## config.mk

```make
export PLATFORM = sky130hd
export DESIGN_NAME = axil_master
export DESIGN_NICKNAME = d
export VERILOG_FILES = /design/src/rtl/axil_pkg.sv /design/src/rtl/axil_master.sv
export SDC_FILE = /design/constraint.sdc
export NUM_CORES = 1
export LEC_CHECK = 0
export CAP_MARGIN = 25
export CORE_MARGIN = 8
export CORE_UTILIZATION = 36
export CTS_CLUSTER_DIAMETER = 120
export DETAILED_ROUTE_END_ITERATION = 6
export GPL_ROUTABILITY_DRIVEN = 1
export GPL_TIMING_DRIVEN = 0
export HOLD_SLACK_MARGIN = 0.03
export PLACE_DENSITY = 0.77
export SETUP_SLACK_MARGIN = 0.2
export SLEW_MARGIN = 30
export SYNTH_ARGS = -nofsm -noshare
export SYNTH_HDL_FRONTEND = slang
export SYNTH_SLANG_ARGS = --single-unit
```

## constraint.sdc

```tcl
create_clock -name aclk -period 1.5 [get_ports aclk]
set_input_delay 0.45 -clock aclk [delete_from_list [all_inputs] [get_ports aclk]]
set_output_delay 0.45 -clock aclk [all_outputs]
set_load 0.05 [all_outputs]
```

## src/rtl/axil_pkg.sv

```systemverilog
// Shared constants and types for the AXI4-Lite initiator.
package axil_pkg;

    localparam logic [1:0] AXI_OKAY   = 2'b00;
    localparam logic [1:0] AXI_EXOKAY = 2'b01;
    localparam logic [1:0] AXI_SLVERR = 2'b10;
    localparam logic [1:0] AXI_DECERR = 2'b11;

    // Unprivileged, secure, data access; non-bufferable, non-cacheable.
    localparam logic [2:0] AXI_PROT_DEFAULT  = 3'b000;
    localparam logic [3:0] AXI_CACHE_DEFAULT = 4'b0000;

    typedef enum logic [2:0] {
        ST_IDLE    = 3'd0,
        ST_WR_REQ  = 3'd1,
        ST_WR_RESP = 3'd2,
        ST_RD_REQ  = 3'd3,
        ST_RD_RESP = 3'd4,
        ST_DONE    = 3'd5
    } axil_mst_state_t;

endpackage

```

## src/rtl/axil_master.sv

```systemverilog
// AXI4-Lite initiator: runs one single-beat read or write per local command
// and hands back data and response status. Every output comes from a flop.
//
// state      | meaning
// -----------+-----------------------------------------------------------
// ST_IDLE    | cmd_ready high, waiting for a command
// ST_WR_REQ  | AW and W offered; each drops after its own handshake
// ST_WR_RESP | bready high, waiting for bvalid
// ST_RD_REQ  | arvalid high, waiting for arready
// ST_RD_RESP | rready high, waiting for rvalid
// ST_DONE    | rsp_valid high with stable payload, waiting for rsp_ready
module axil_master
    import axil_pkg::*;
#(
    parameter int ADDR_W = 32,
    parameter int DATA_W = 32
) (
    input  logic                  aclk,
    input  logic                  arst,

    input  logic                  cmd_valid,
    output logic                  cmd_ready,
    input  logic                  cmd_write,
    input  logic [ADDR_W-1:0]     cmd_addr,
    input  logic [DATA_W-1:0]     cmd_wdata,
    input  logic [DATA_W/8-1:0]   cmd_wstrb,

    output logic                  rsp_valid,
    input  logic                  rsp_ready,
    output logic                  rsp_write,
    output logic [DATA_W-1:0]     rsp_data,
    output logic [1:0]            rsp_resp,

    output logic [ADDR_W-1:0]     awaddr,
    output logic [2:0]            awprot,
    output logic [3:0]            awcache,
    output logic                  awvalid,
    input  logic                  awready,
    output logic [DATA_W-1:0]     wdata,
    output logic [DATA_W/8-1:0]   wstrb,
    output logic                  wvalid,
    input  logic                  wready,
    input  logic [1:0]            bresp,
    input  logic                  bvalid,
    output logic                  bready,

    output logic [ADDR_W-1:0]     araddr,
    output logic [2:0]            arprot,
    output logic [3:0]            arcache,
    output logic                  arvalid,
    input  logic                  arready,
    input  logic [DATA_W-1:0]     rdata,
    input  logic [1:0]            rresp,
    input  logic                  rvalid,
    output logic                  rready
);

    // Clears the byte offset so the bus only ever sees word addresses.
    localparam logic [ADDR_W-1:0] ALIGN_MASK = ~ADDR_W'(3);

    axil_mst_state_t state;
    logic            aw_done;
    logic            w_done;
    logic            aw_hs;
    logic            w_hs;

    assign awprot  = AXI_PROT_DEFAULT;
    assign arprot  = AXI_PROT_DEFAULT;
    assign awcache = AXI_CACHE_DEFAULT;
    assign arcache = AXI_CACHE_DEFAULT;

    assign aw_hs = awvalid && awready;
    assign w_hs  = wvalid && wready;

    // Transaction sequencer; all channel and response outputs are registered here.
    always_ff @(posedge aclk) begin
        if (arst) begin
            state     <= ST_IDLE;
            cmd_ready <= 1'b0;
            awaddr    <= '0;
            wdata     <= '0;
            wstrb     <= '0;
            awvalid   <= 1'b0;
            wvalid    <= 1'b0;
            bready    <= 1'b0;
            araddr    <= '0;
            arvalid   <= 1'b0;
            rready    <= 1'b0;
            aw_done   <= 1'b0;
            w_done    <= 1'b0;
            rsp_valid <= 1'b0;
            rsp_write <= 1'b0;
            rsp_data  <= '0;
            rsp_resp  <= AXI_OKAY;
        end else begin
            case (state)
                ST_IDLE: begin
                    cmd_ready <= 1'b1;
                    if (cmd_valid && cmd_ready) begin
                        cmd_ready <= 1'b0;
                        if (cmd_write) begin
                            awaddr  <= cmd_addr & ALIGN_MASK;
                            wdata   <= cmd_wdata;
                            wstrb   <= cmd_wstrb;
                            awvalid <= 1'b1;
                            wvalid  <= 1'b1;
                            aw_done <= 1'b0;
                            w_done  <= 1'b0;
                            state   <= ST_WR_REQ;
                        end else begin
                            araddr  <= cmd_addr & ALIGN_MASK;
                            arvalid <= 1'b1;
                            state   <= ST_RD_REQ;
                        end
                    end
                end

                ST_WR_REQ: begin
                    if (aw_hs) begin
                        awvalid <= 1'b0;
                        aw_done <= 1'b1;
                    end
                    if (w_hs) begin
                        wvalid <= 1'b0;
                        w_done <= 1'b1;
                    end
                    // Either channel may finish first; a same-cycle pair counts too.
                    if ((aw_done || aw_hs) && (w_done || w_hs)) begin
                        bready <= 1'b1;
                        state  <= ST_WR_RESP;
                    end
                end

                ST_WR_RESP: begin
                    if (bvalid) begin
                        bready    <= 1'b0;
                        rsp_valid <= 1'b1;
                        rsp_write <= 1'b1;
                        rsp_data  <= '0;
                        rsp_resp  <= bresp;
                        state     <= ST_DONE;
                    end
                end

                ST_RD_REQ: begin
                    if (arready) begin
                        arvalid <= 1'b0;
                        rready  <= 1'b1;
                        state   <= ST_RD_RESP;
                    end
                end

                ST_RD_RESP: begin
                    if (rvalid) begin
                        rready    <= 1'b0;
                        rsp_valid <= 1'b1;
                        rsp_write <= 1'b0;
                        rsp_data  <= rdata;
                        rsp_resp  <= rresp;
                        state     <= ST_DONE;
                    end
                end

                ST_DONE: begin
                    if (rsp_ready) begin
                        rsp_valid <= 1'b0;
                        cmd_ready <= 1'b1;
                        state     <= ST_IDLE;
                    end
                end

                default: begin
                    state <= ST_IDLE;
                end
            endcase
        end
    end

endmodule

```

==> flow_summary_export.csv, run 1 <==
group,metric,value,unit
clocking,root_buffer,"clkbuf_16",
die,floorplan.rows,44,
pwr,pwr-share-clk,0.294,
detailed_routing,drt_wl_total,23600,µm
setup_path,cp-end-kind,"register",
pwr,power-per-cell-area,1250,nW/µm²
pwr,sw_frac_of_total,0.342,
clocking,postCtsHoldBufs,0,
run,max-cap-violations,0,
setup_path,worst-endpoint-required,1.83,ns
sta,tightest_slew,0.886,ns
pwr,p_sw,4840,µW
sta,max_freq,610,MHz
yosys,yosys_warn_count,0,
sta,report.final.setup_viol,116,
place,post-dp-hpwl,13600,µm
global_route,globalRoute.totalOverflow,0,
clocking,clk_pin_slew_worst_paths,0.06,ns
setup_path,r2r_slack,-0.14,ns
detailed_routing,drc,0,
setup_path,critPathMaxFanout,7,
layout,n_fill_cell,828,
detailed_routing,vias,6050,
global_route,grt_start_max_net_pins,17,
sta,rsz0062_at_grt,"yes",
layout,commonest_cells_after_routing_fill_and_taps_aside,"145 x nand2_1, 144 x buf_8, 135 x dfxtp_2",
die,die_y,137,µm
yosys,synth_seq_cells,143,
detailed_routing,routed_via_density,5.05,
pwr,ir_worst_vdd,0.985,mV
die,placeable_core_region,14400,µm²
yosys,synth_top_cells_by_area,"dfxtp_1 54%, nand2_1 14%, a21oi_1 9.8%",
clocking,cts-buffers-inserted,17,
clocking,clk_path_buf_depth,2,
global_route,antenna_found_initial,1,
layout,mostFrequentLayoutCell,"nand2_1",
pwr,internal_power,9290,µW
sta,final_critical_path_setup_slack,-0.138,ns
clocking,tritoncts_num_sinks,143,
clocking,tritoncts_clock_tree,"built",
yosys,synth_top_area_frac,0.544,
layout,syn_to_layout_area_delta,115,%
yosys,synth_largest_area_cell,"dfxtp_1",
pwr,fraction_of_power_consumed_by_sequential_logic,0.318,
detailed_routing,ant_nets,0,
die,design.portCount,270,
yosys,synth.distinct_cells,36,
detailed_routing,avgRoutedWirePerCell,19.7,µm
die,start_util,0.365,
global_route,global_route_wire_length_before_repair,30500,µm
run_status,status,"finished, violations left",
pwr,share_comb_of_total_power,0.388,
pwr,static-leakage-power,0.00466,µW
hold_path,hold_path.class,"input pin to register",
sta,post-route-min-period,1.64,ns
sta,fin_skew,0.0105,ns
sta,final.period_utilization,1.09,
global_route,first_global_vias,5883,
setup_path,worstSetupStartpointType,"register",
clocking,clk_latency,0.42,ns
yosys,ys_seq_area_frac,0.544,
global_route,grtUsageTotal,0.209,
sta,slew_headroom,0.409,
layout,drive_above_1_share,0.605,
place,pre_cts_ws,-0.764,ns
sta,hold_slack,0.413,ns
yosys,per_instance_average_area_after_synthesis,8.24,µm²
place,port_buffers,248,
setup_path,arrival_time_at_the_worst_endpoint,1.97,ns
detailed_routing,dr.first_iter.drc_count,294,
die,design.die.area,18800,µm²
pwr,totalPowerFinal,14100,µW
layout,layout.core_utilization,0.787,
sta,report.final.slew_viol_count,0,
detailed_routing,detail_route.first_pass.iterations,4,
yosys,total_standard_cell_area_after_synthesis,5270,µm²
die,die_w,137,µm
place,routabilityCongestion,0.781,
yosys,netlist_instances,639,
layout,finish.net_count,1116,
sta,timing_hold_violations_final,0,
run_status,violations_in_the_final_reports,"setup timing",
clocking,cts_htree_levels,4,
setup_path,critical_path_class,"register to register",
-- final cells by class --
class / instances / area (µm²) / share of cell area
Multi-Input combinational cell: 445 / 2970 / 0.261
Tap cell: 184 / 230 / 0.0203
Sequential cell: 143 / 3050 / 0.269
Antenna cell: 1 / 2.50 / 0.000221
Buffer: 66 / 617 / 0.0544
Clock inverter: 6 / 85.1 / 0.00750
Timing Repair Buffer: 327 / 3910 / 0.344
Inverter: 2 / 7.51 / 0.000662
Clock buffer: 23 / 478 / 0.0421
-- worst max-delay path, cell delays in order (launching register included) --
cell	delay (ns)
dfxtp_2	0.31
buf_6	0.12
or2_4	0.25
nor4_4	0.31
buf_6	0.21
buf_4	0.16
nand2_1	0.06
a21oi_1	0.13
-- synthesized netlist by cell type --
| library cell | number |
|---|---|
| o211ai_1 | 1 |
| a211o_1 | 2 |
| a21oi_1 | 103 |
| nand2_1 | 195 |
| nand4_1 | 2 |
| mux2i_1 | 2 |
| a31oi_1 | 2 |
| o41ai_1 | 1 |
| nor2_1 | 49 |
| or2_1 | 1 |
| dfxtp_1 | 143 |
| nor3b_1 | 1 |
| inv_1 | 2 |
| nor2b_1 | 3 |
| a21bo_2 | 1 |
| a21o_1 | 2 |
| o21a_1 | 2 |
| buf_4 | 22 |
| clkbuf_1 | 34 |
| buf_2 | 10 |
| nand3_1 | 3 |
| a32oi_1 | 2 |
| a311oi_1 | 4 |
| nor4_4 | 1 |
| a22oi_1 | 33 |
| mux2_2 | 2 |
| nor3_1 | 1 |
| conb_1 | 1 |
| nor4_2 | 1 |
| o2111ai_1 | 1 |
| or3b_2 | 1 |
| nand3b_1 | 3 |
| o21ai_0 | 3 |
| nand2b_1 | 2 |
| and2_1 | 2 |
| o32a_1 | 1 |
-- flip-flops by register name, indices dropped and copies added (netlist names), 2 cells and up --
register and flops:
state 3, wstrb 4, wdata 32, rsp_data 32, araddr 30, rsp_resp 2
awaddr 30
-- power groups by stage --
stage	Clock, µW	Combinational [µW]	Sequential [µW]
after global routing	4360	5740	4520
after CTS	4160	4310	4470
after floorplan	0	1510	5340
final	4160	5480	4490
after global placement	0	3700	4370
after detailed placement	0	3730	4380
-- path summary, 6_finish.rpt --
| check | start | end | cells past startpoint |
|---|---|---|---|
| setup / recovery | state[0]$_SDFFE_PP0P_ | awaddr[5]$_SDFFE_PP0P_ | 7 |
| hold / removal | cmd_valid | cmd_ready$_SDFFE_PP0P_ | 2 |
| setup reg to reg | state[0]$_SDFFE_PP0P_ | awaddr[5]$_SDFFE_PP0P_ | 7 |
| hold reg to reg | awaddr[31]$_SDFFE_PP0P_ | awaddr[31]$_SDFFE_PP0P_ | 2 |
-- layer usage --
metal | vias up | GRT usage | routed length (µm)
met5 | - | 0 | 0
met4 | 0 | 0.0640 | 468
met3 | 38 | 0.0877 | 1880
met2 | 247 | 0.381 | 12800
met1 | 2932 | 0.211 | 8460
li1 | 2833 | - | -
-- cell families after synthesis --
group | synth area share
muxes | 0.00808
DFF | 0.544
AOI/OAI and AO/OA | 0.178
other | 0.000712
and+or+nand+nor | 0.203
buffers and inverters | 0.0665
-- per-stage QoR --
stage | TNS (ns) | instances | cell area, µm²
finish | -10.49 | 1197 | 11300
global route | -21.39 | 1197 | 11300
CTS | -7.69 | 1134 | 9930
detailed placement | -94.73 | 1088 | 8180
global placement | -89.76 | 1088 | 8180
floorplan | 0 | 656 | 5460
-- timing repair --
action,in CTS,in global routing
gates resized for setup,1281,238
setup buffers,15,52
cloned,2,10
pin swaps,37,112
endpoints found under the setup margin,280,281
Power figures use the tool's default switching activity.
==> run 2, diff against run 1 <==
Settings changed: SKIP_CTS_REPAIR_TIMING set to 1.
==> run 2 against run 1 <==
Largest cell class unchanged; non-clock buffer count is 31 lower; critical path type unchanged; wire length is 5.6% lower; sequential share of layout area is 1.8 points higher; clock skew is 0.0027 ns lower; clock-buffer cell count stayed put; the run still ends with setup timing left.
==> flow_summary_export.csv, run 2 (synthesized netlist as in run 1, its figures left out) <==
group,metric,value,unit
layout,finalNonFillerCells,1165,
global_route,grt_util_met2,0.319,
detailed_routing,ant_nets,0,
detailed_routing,drt_wl_total,22300,µm
pwr,power-per-cell-area,1290,nW/µm²
global_route,grtUsageTotal,0.190,
hold_path,hold_path.class,"input pin to register",
setup_path,critPathMaxFanout,8,
run_status,status,"finished, violations left",
setup_path,critical_path_depth,7,
die,die_w,137,µm
sta,fin_skew,0.00775,ns
clocking,tritoncts_clock_tree,"built",
setup_path,crit_path_top_delay_cell,"nor4_4",
setup_path,arrival_time_at_the_worst_endpoint,2.01,ns
global_route,busiest_layer,"met2",
detailed_routing,vias,5842,
place,routabilityCongestion,0.781,
global_route,groute.layer.met3.usage,0.0866,
setup_path,worstSetupStartpointType,"register",
place,post-dp-hpwl,13600,µm
setup_path,worst-endpoint-required,1.83,ns
layout,reg_top3,"rsp_data x32, wdata x32",
global_route,antenna_found_initial,0,
detailed_routing,detail_route.first_pass.iterations,4,
global_route,met1_usage,0.209,
setup_path,timing.critical_path.slowest_cell_delay,0.33,ns
clocking,clk_path_buf_depth,2,
sta,tightest_slew,0.844,ns
layout,commonest_cells_after_routing_fill_and_taps_aside,"184 x nand2_1, 140 x buf_8, 134 x dfxtp_2",
pwr,static-leakage-power,0.00411,µW
hold_path,worst_hold_path.num_cells,2,
detailed_routing,dr.first_iter.drc_count,221,
sta,finalSetupTns,-11.22,ns
die,die_y,137,µm
layout,mostFrequentLayoutCell,"nand2_1",
place,numPlacedInstances,1088,
sta,timing_hold_violations_final,0,
sta,slew_headroom,0.437,
setup_path,cp-end-kind,"register",
sta,final.period_utilization,1.12,
clocking,clk_pin_slew_worst_paths,0.06,ns
die,start_util,0.365,
setup_path,worstPathBufferInverterCount,3,
clocking,clk_latency,0.42,ns
run_status,violations_in_the_final_reports,"setup timing",
sta,max_freq,597,MHz
die,design.portCount,270,
setup_path,crit_path_frequent_cell,"buf_6",
place,port_buffers,248,
detailed_routing,drc,0,
sta,report.final.slew_viol_count,0,
layout,syn_to_layout_area_delta,101,%
sta,post-route-min-period,1.67,ns
clocking,cts_htree_levels,4,
clocking,cts-buffers-inserted,17,
global_route,global_route_wire_length_before_repair,27900,µm
setup_path,critical_path_class,"register to register",
layout,finish.net_count,1085,
die,floorplan.rows,44,
global_route,first_global_vias,5376,
pwr,ir_worst_vdd,1.11,mV
run,max-cap-violations,0,
die,design.die.area,18800,µm²
die,placeable_core_region,14400,µm²
detailed_routing,avgRoutedWirePerCell,19.1,µm
detailed_routing,routed_via_density,5.01,
clocking,root_buffer,"clkbuf_16",
layout,insertedDiodeCount,0,
setup_path,timing.critical_path.max_delay_family,"simple AND/OR/NAND/NOR gates",
global_route,globalRoute.totalOverflow,0,
layout,drive_above_1_share,0.517,
sta,report.final.setup_viol,137,
setup_path,rr_worst_depth,7,
setup_path,worstPathCellList,"buf_6, or2_4, nor4_4, buf_6, clkbuf_16, nand2_1, a21oi_1",
clocking,tritoncts_num_sinks,143,
global_route,grt_start_max_net_pins,17,
sta,rsz0062_at_grt,"yes",
sta,final_critical_path_setup_slack,-0.175,ns
==> run 2: cell type report <==
cell class                 instances  area (µm²)
timing repair buffer             297        3650
tap                              184         230
sequential                       143        3050
clock buffer                      23         478
inverter                           2        7.51
multi-input combinational        445        2540
buffer                            65         568
fill                             971        3820
clock inverter                     6        85.1
==> run 2: metal layers <==
layer,vias up,part of all wire
met3,28,0.089
met5,-,0
met2,231,0.52
li1,2763,-
met1,2820,0.37
met4,0,0.020
==> run 2: final timing paths <==
kind | end | start | slack (ns)
worst min-delay path | cmd_ready$_SDFFE_PP0P_ | cmd_valid | 0.41
worst min register to register | wdata[15]$_SDFFE_PP0P_ | wdata[15]$_SDFFE_PP0P_ | 0.46
worst max register to register | awaddr[15]$_SDFFE_PP0P_ | state[0]$_SDFFE_PP0P_ | -0.17
worst max-delay path | awaddr[15]$_SDFFE_PP0P_ | state[0]$_SDFFE_PP0P_ | -0.17
==> run 2: per-stage QoR <==
step	total power [µW]	hold slack, ns	worst slack [ns]	util	instance area [µm²]
detailed placement	8120	0.446	-0.764	0.567	8180
finish	13700	0.409	-0.175	0.735	10600
global placement	8070	0.441	-0.720	0.567	8180
global route	14200	0.411	-0.231	0.735	10600
CTS	12200	0.454	-0.669	0.606	8740
floorplan	6850	0.455	0.00298	-	5460
==> run 2: where the power goes <==
group / total (µW) / switching (µW) / internal (µW)
logic: 5060 / 2700 / 2360
registers: 4500 / 311 / 4190
clock network: 4150 / 1600 / 2550
==> run 3, diff against run 2 <==
Settings changed: CAP_MARGIN 25 to not set.
==> results of run 3 <==
Same layout as run 2: the final DEF is identical, and so are final timing and power.
